--- config.mk ---
export PLATFORM = sky130hd
export DESIGN_NAME = ecc_scrub_ctrl
export DESIGN_NICKNAME = d
export VERILOG_FILES = /design/src/rtl/ecc_scrub_pkg.sv /design/src/rtl/rvecc_decode.sv /design/src/rtl/ecc_scrub_ctrl.sv
export SDC_FILE = /design/constraint.sdc
export NUM_CORES = 1
export LEC_CHECK = 0
export CELL_PAD_IN_SITES_DETAIL_PLACEMENT = 1
export CELL_PAD_IN_SITES_GLOBAL_PLACEMENT = 2
export CORE_MARGIN = 3
export CORE_UTILIZATION = 35
export DETAILED_ROUTE_END_ITERATION = 6
export PLACE_DENSITY_LB_ADDON = 0.1
export SLEW_MARGIN = 10
export SYNTH_ARGS = -nofsm -noshare
export SYNTH_HDL_FRONTEND = slang
export SYNTH_HIERARCHICAL = 1
export SYNTH_SLANG_ARGS = --single-unit
--- constraint.sdc ---
create_clock -name clk -period 4.4 [get_ports clk]
set_input_delay 0.88 -clock clk [delete_from_list [all_inputs] [get_ports clk]]
set_output_delay 0.88 -clock clk [all_outputs]
set_load 0.02 [all_outputs]
--- src/rtl/ecc_scrub_pkg.sv ---
// Shared types and widths for the background ECC scrubber.
package ecc_scrub_pkg;

    localparam int ECC_WORD_W = 39;
    localparam int DATA_W     = 32;
    localparam int ECC_W      = 7;

    typedef enum logic [2:0] {
        ST_IDLE    = 3'd0,
        ST_WAIT    = 3'd1,
        ST_RD_REQ  = 3'd2,
        ST_RD_RESP = 3'd3,
        ST_CHECK   = 3'd4,
        ST_WR_REQ  = 3'd5,
        ST_NEXT    = 3'd6
    } scrub_state_e;

endpackage

--- src/rtl/rvecc_decode.sv ---
// SECDED (39,32) decoder: Hamming code over positions 1..38 plus an overall parity bit ecc[6].
module rvecc_decode (
    input  logic        en,
    input  logic [31:0] din,
    input  logic [6:0]  ecc_in,
    input  logic        sed_ded,
    output logic [31:0] dout,
    output logic [6:0]  ecc_out,
    output logic        single_ecc_error,
    output logic        double_ecc_error
);

    logic [38:1] cw;
    logic [38:1] fixed;
    logic [5:0]  syn;
    logic        par;
    logic        do_fix;

    // Check bits sit at the power-of-two codeword positions.
    assign cw = {din[31:26], ecc_in[5], din[25:11], ecc_in[4], din[10:4], ecc_in[3],
                 din[3:1], ecc_in[2], din[0], ecc_in[1], ecc_in[0]};
    assign par = ^{din, ecc_in};

    always_comb begin
        syn = '0;
        for (int p = 1; p <= 38; p++) begin
            if (cw[p]) syn = syn ^ 6'(p);
        end
    end

    assign single_ecc_error = en & par;
    assign double_ecc_error = en & ~par & (syn != 6'd0);
    assign do_fix           = single_ecc_error & ~sed_ded;

    always_comb begin
        fixed = cw;
        for (int p = 1; p <= 38; p++) begin
            fixed[p] = cw[p] ^ (do_fix && (syn == 6'(p)));
        end
    end

    assign dout    = {fixed[38:33], fixed[31:17], fixed[15:9], fixed[7:5], fixed[3]};
    assign ecc_out = {ecc_in[6] ^ (do_fix && (syn == 6'd0)),
                      fixed[32], fixed[16], fixed[8], fixed[4], fixed[2], fixed[1]};

endmodule

--- src/rtl/ecc_scrub_ctrl.sv ---
// Background SECDED scrubber: reads each word, writes back single-error fixes, logs double errors.
// Optional fault injection on the captured read word when ECC_SCRUB_INJECT_EN is defined.
module ecc_scrub_ctrl
    import ecc_scrub_pkg::*;
#(
    parameter int DEPTH      = 1024,
    parameter int ADDR_W     = 10,
    parameter int INTERVAL_W = 16,
    parameter int CNT_W      = 16
) (
    input  logic                  clk,
    input  logic                  rst_l,
    input  logic                  scrub_en,
    input  logic [INTERVAL_W-1:0] scrub_interval,
    output logic                  mem_req,
    output logic                  mem_we,
    output logic [ADDR_W-1:0]     mem_addr,
    output logic [ECC_WORD_W-1:0] mem_wdata,
    input  logic                  mem_gnt,
    input  logic                  mem_rvalid,
    input  logic [ECC_WORD_W-1:0] mem_rdata,
    output logic [CNT_W-1:0]      sec_count,
    output logic [CNT_W-1:0]      ded_count,
    output logic [ADDR_W-1:0]     last_ded_addr,
    output logic                  ded_irq,
    input  logic                  ded_irq_clr,
`ifdef ECC_SCRUB_INJECT_EN
    input  logic                  inj_arm,
    input  logic [5:0]            inj_pos,
`endif
    output logic                  pass_done,
    output logic                  busy
);

    localparam logic [ADDR_W-1:0] LAST_ADDR = ADDR_W'(DEPTH - 1);

    scrub_state_e          state;
    logic [ADDR_W-1:0]     addr;
    logic [INTERVAL_W-1:0] wait_cnt;
    logic [ECC_WORD_W-1:0] rd_word;
    logic [ECC_WORD_W-1:0] inj_mask;
    logic [DATA_W-1:0]     dec_dout;
    logic [ECC_W-1:0]      dec_ecc;
    logic                  dec_sec;
    logic                  dec_ded;

    function automatic logic [CNT_W-1:0] sat_inc(input logic [CNT_W-1:0] v);
        return (&v) ? v : v + CNT_W'(1);
    endfunction

    rvecc_decode u_dec (
        .en               (state == ST_CHECK),
        .din              (rd_word[DATA_W-1:0]),
        .ecc_in           (rd_word[ECC_WORD_W-1:DATA_W]),
        .sed_ded          (1'b0),
        .dout             (dec_dout),
        .ecc_out          (dec_ecc),
        .single_ecc_error (dec_sec),
        .double_ecc_error (dec_ded)
    );

    // Request lines decode straight from state so an async reset drops them at once.
    assign mem_req  = (state == ST_RD_REQ) || (state == ST_WR_REQ);
    assign mem_we   = (state == ST_WR_REQ);
    assign mem_addr = addr;
    assign busy     = (state != ST_IDLE);

`ifdef ECC_SCRUB_INJECT_EN
    logic inj_armed;

    always_comb begin
        inj_mask = '0;
        for (int i = 0; i < ECC_WORD_W; i++) begin
            inj_mask[i] = inj_armed && (inj_pos == 6'(i));
        end
    end

    // One-shot is consumed by the next captured word, even when inj_pos is out of range.
    always_ff @(posedge clk or negedge rst_l) begin
        if (!rst_l) begin
            inj_armed <= 1'b0;
        end else if (state == ST_RD_RESP && mem_rvalid && inj_armed) begin
            inj_armed <= 1'b0;
        end else if (inj_arm) begin
            inj_armed <= 1'b1;
        end
    end
`else
    assign inj_mask = '0;
`endif

    always_ff @(posedge clk or negedge rst_l) begin
        if (!rst_l) begin
            state         <= ST_IDLE;
            addr          <= '0;
            wait_cnt      <= '0;
            rd_word       <= '0;
            mem_wdata     <= '0;
            sec_count     <= '0;
            ded_count     <= '0;
            last_ded_addr <= '0;
            ded_irq       <= 1'b0;
            pass_done     <= 1'b0;
        end else begin
            pass_done <= 1'b0;
            if (ded_irq_clr) ded_irq <= 1'b0;
            case (state)
                ST_IDLE: begin
                    if (scrub_en) begin
                        state    <= ST_WAIT;
                        wait_cnt <= scrub_interval;
                    end
                end
                ST_WAIT: begin
                    if (!scrub_en) begin
                        state <= ST_IDLE;
                    end else if (wait_cnt == '0) begin
                        state <= ST_RD_REQ;
                    end else begin
                        wait_cnt <= wait_cnt - INTERVAL_W'(1);
                    end
                end
                ST_RD_REQ: begin
                    if (mem_gnt) state <= ST_RD_RESP;
                end
                ST_RD_RESP: begin
                    if (mem_rvalid) begin
                        rd_word <= mem_rdata ^ inj_mask;
                        state   <= ST_CHECK;
                    end
                end
                ST_CHECK: begin
                    if (dec_sec) begin
                        sec_count <= sat_inc(sec_count);
                        mem_wdata <= {dec_ecc, dec_dout};
                        state     <= ST_WR_REQ;
                    end else if (dec_ded) begin
                        ded_count     <= sat_inc(ded_count);
                        last_ded_addr <= addr;
                        ded_irq       <= 1'b1;
                        state         <= ST_NEXT;
                    end else begin
                        state <= ST_NEXT;
                    end
                end
                ST_WR_REQ: begin
                    if (mem_gnt) state <= ST_NEXT;
                end
                ST_NEXT: begin
                    if (addr == LAST_ADDR) begin
                        addr      <= '0;
                        pass_done <= 1'b1;
                    end else begin
                        addr <= addr + ADDR_W'(1);
                    end
                    if (scrub_en) begin
                        state    <= ST_WAIT;
                        wait_cnt <= scrub_interval;
                    end else begin
                        state <= ST_IDLE;
                    end
                end
                default: state <= ST_IDLE;
            endcase
        end
    end

endmodule

==> metrics.csv <==
stage;metric;value;unit
worst_setup_path;cp_data_required_time;4.71;ns
final_layout;fin_area;10700;sq um
sta;finalHoldViolCount;0;
sta;worstMarginPinSlew;1.03;ns
clock_tree;cts_hold_buf;0;
clock_tree;cts_tree;yes;
worst_setup_path;critPathLaunchType;flop;
clock_tree;ctsRootBufferMaster;clkbuf_16;
sta;clock-skew-final;0.0148;ns
final_layout;nets;926;
global_routing;grt_pass1_vias;6651;
sta;rsz0062_at_grt;false;
synthesis;syn_inst;708;
sta;finalSetupViolCount;0;
die;dieHeight;160;um
die;rows;55;
global_routing;track_usage;17.9;%
global_routing;grt_overflow;0;
sta;drv_slew;0;
die;initial_core_util;36.0;%
sta;period_share;84.5;%
worst_setup_path;critPathSlowestCell;dfrtp_1;
worst_setup_path;cp-endpoint;sec_count[1];
final_layout;syn_to_final_growth;29.5;%
run;max_cap_violations;0;
die;fp.dieW;160;um
synthesis;avgSynthCellArea;11.7;sq um
synthesis;synthesis.area;8260;sq um
worst_setup_path;r2r_start;rd_word[6];
synthesis;synth-edff-count;0;
clock_tree;cts_resized;0;
sta;fin_crit;3.72;ns
global_routing;grt_first_pass_wirelength;36800;um
synthesis;yosysTopAreaCellShare;45.8;%
synthesis;yosys.area.top_type;dfrtp_1;
worst_setup_path;rrSetupSlack;0.68;ns
worst_setup_path;timing.rr.end;sec_count[1];
final_layout;nFillCells;2429;
clock_tree;clock_sinks;151;
detailed_routing;drc;0;
worst_setup_path;cp-end-kind;flop;
synthesis;synthTopCellsByArea;dfrtp_1 (46%), mux2_2 (12%), xnor2_1 (9.5%), o211ai_1 (3.5%), xor2_1 (3.0%);
detailed_routing;via_count;5969;
detailed_routing;drt_iter0_drc;255;
final_layout;drive_above_1_share;19.1;%
worst_setup_path;slowest_delay;0.48;ns
clock_tree;post_cts_buffers;0;
global_routing;grt_max_degree;105;
place;hpwl;16100;um
synthesis;synthArstFlopShare;100;%
place;post_dp_cell_area;10100;sq um
synthesis;synthTopCellsByCount;dfrtp_1 (151), mux2_2 (90), xnor2_1 (90);
clock_tree;cts_buffers;17;
worst_setup_path;path_common_cell;xnor2_1;
sta;fmax;269;MHz
sta;tns;0;ns
worst_setup_path;worstRegToRegCells;10;
synthesis;synth-seq-cells;151;
synthesis;ys.flop_type;dfrtp_1;
die;design.core.area;22900;sq um
synthesis;yosys.cell_types.count;68;
clock_tree;clkLatencyLatePin;0.42;ns
die;die_area;25500;sq um
sta;relSlewSlack;31.1;%
worst_setup_path;path_cells;xnor2_1, xnor3_1, xnor2_1, xnor2_2, xnor2_1, and2_1, nor4bb_4, inv_1, a41oi_1, mux2_2;
place;portBuffers;156;
detailed_routing;first_pass_iters;4;
synthesis;yosysMostFrequentCell;dfrtp_1;
detailed_routing;viasPerCell;5.03;
die;top_level_ports;157;
place;place_congestion;0.784;
clock_tree;cts_buffer_depth;2;
worst_setup_path;critPathLaunch;rd_word[6];
detailed_routing;wl_per_cell;18.8;um
detailed_routing;routed_wl;22300;um
run_status;status;completed;
detailed_routing;ant_nets;0;
worst_hold_path;hold_class;reg2reg;
worst_setup_path;critPathKind;reg2reg;
clock_tree;clk_pin_slew;0.07;ns
global_routing;antenna_found_initial;0;
final_layout;antennaDiodeCount;0;
synthesis;yosys_warnings;6;
synthesis;ys_seq_area_share;45.8;%
worst_setup_path;critPathMaxFanout;6;
clock_tree;htree_num_levels;4;
worst_setup_path;arrival;4.03;ns
critical path, delay by kind of cell, from the launching register on:
kind / cells / cell delay, ns
xor+xnor: 5 / 1.48
simple gates: 2 / 0.74
flops: 1 / 0.48
compound gates: 1 / 0.44
mux: 1 / 0.39
buf+inv: 1 / 0.08
cell usage in the layout (no fill, tap or decap), types with 14 or more instances in the layout:
cell	synthesis	routed
clkdlybuf4s50_1	0	155
dfrtp_1	151	151
mux2_2	90	90
xnor2_1	90	90
o211ai_1	38	38
nor2_1	35	35
nand2_1	30	30
o21ai_0	29	29
xor2_1	28	28
a21oi_1	18	18
clkbuf_16	0	17
nor3_1	14	14
cell families (layout without fill, tap and decap cells):
group / Yosys count / count (layout) / synth area share [%]
and+or+nand+nor: 169 / 169 / 12.0
adders and majority gates: 4 / 4 / 0.606
DFF: 151 / 151 / 45.8
buffers and inverters: 43 / 208 / 2.94
AOI/OAI and AO/OA: 113 / 113 / 9.26
other: 1 / 2 / 0.0454
xor gates and xnor gates: 135 / 135 / 16.8
muxes: 92 / 92 / 12.5
layer usage:
layer	routed length, um	vias to the layer above	track usage [%]
met3	975	9	4.66
met4	140	0	3.22
met1	9980	3013	22.7
li1	-	2827	-
met5	0	-	0
met2	11200	120	31.2
how the worst min path moves through the flow:
stage,start,to,cells after the start
2_1_floorplan,wait_cnt[11],wait_cnt[11],2
3_3_place_gp,sec_count[5],sec_count[5],1
3_5_place_dp,mem_wdata[2],mem_wdata[2],1
4_1_cts,mem_wdata[2],mem_wdata[2],1
5_1_grt,mem_wdata[17],mem_wdata[17],1
6_report,mem_wdata[2],mem_wdata[2],1
per-stage QoR:
| step | hold slack (ns) | setup WS, ns | instances | util [%] |
|---|---|---|---|---|
| 5_1_grt | 0.524 | 0.356 | 1187 | 46.7 |
| 3_5_place_dp | 0.497 | 0.662 | 1155 | 44.1 |
| 4_1_cts | 0.512 | 0.638 | 1187 | 46.7 |
| 6_report | 0.508 | 0.681 | 1187 | 46.7 |
| 2_1_floorplan | 0.476 | 1.21 | 709 | - |
| 3_3_place_gp | 0.483 | 0.737 | 1155 | 44.1 |
sequential cells by signal (all words and copies together) (netlist names):
signal,cells
rd_word,39
wait_cnt,16
mem_addr,10
last_ded_addr,10
ded_count,16
state,3
mem_wdata,39
pass_done,1
sec_count,16
ded_irq,1
final cells by class:
| class | instances | area, sq um | area share [%] |
|---|---|---|---|
| Clock buffer | 17 | 425 | 3.98 |
| Clock inverter | 15 | 156 | 1.46 |
| Inverter | 12 | 45.0 | 0.421 |
| Multi-Input combinational cell | 515 | 4260 | 39.8 |
| Sequential cell | 151 | 3780 | 35.3 |
| Tap cell | 313 | 392 | 3.66 |
| Timing Repair Buffer | 164 | 1640 | 15.3 |
Power is left out: the tool's default activity adds up to more than one toggle a clock period on the data nets, which glitch-free logic cannot reach.
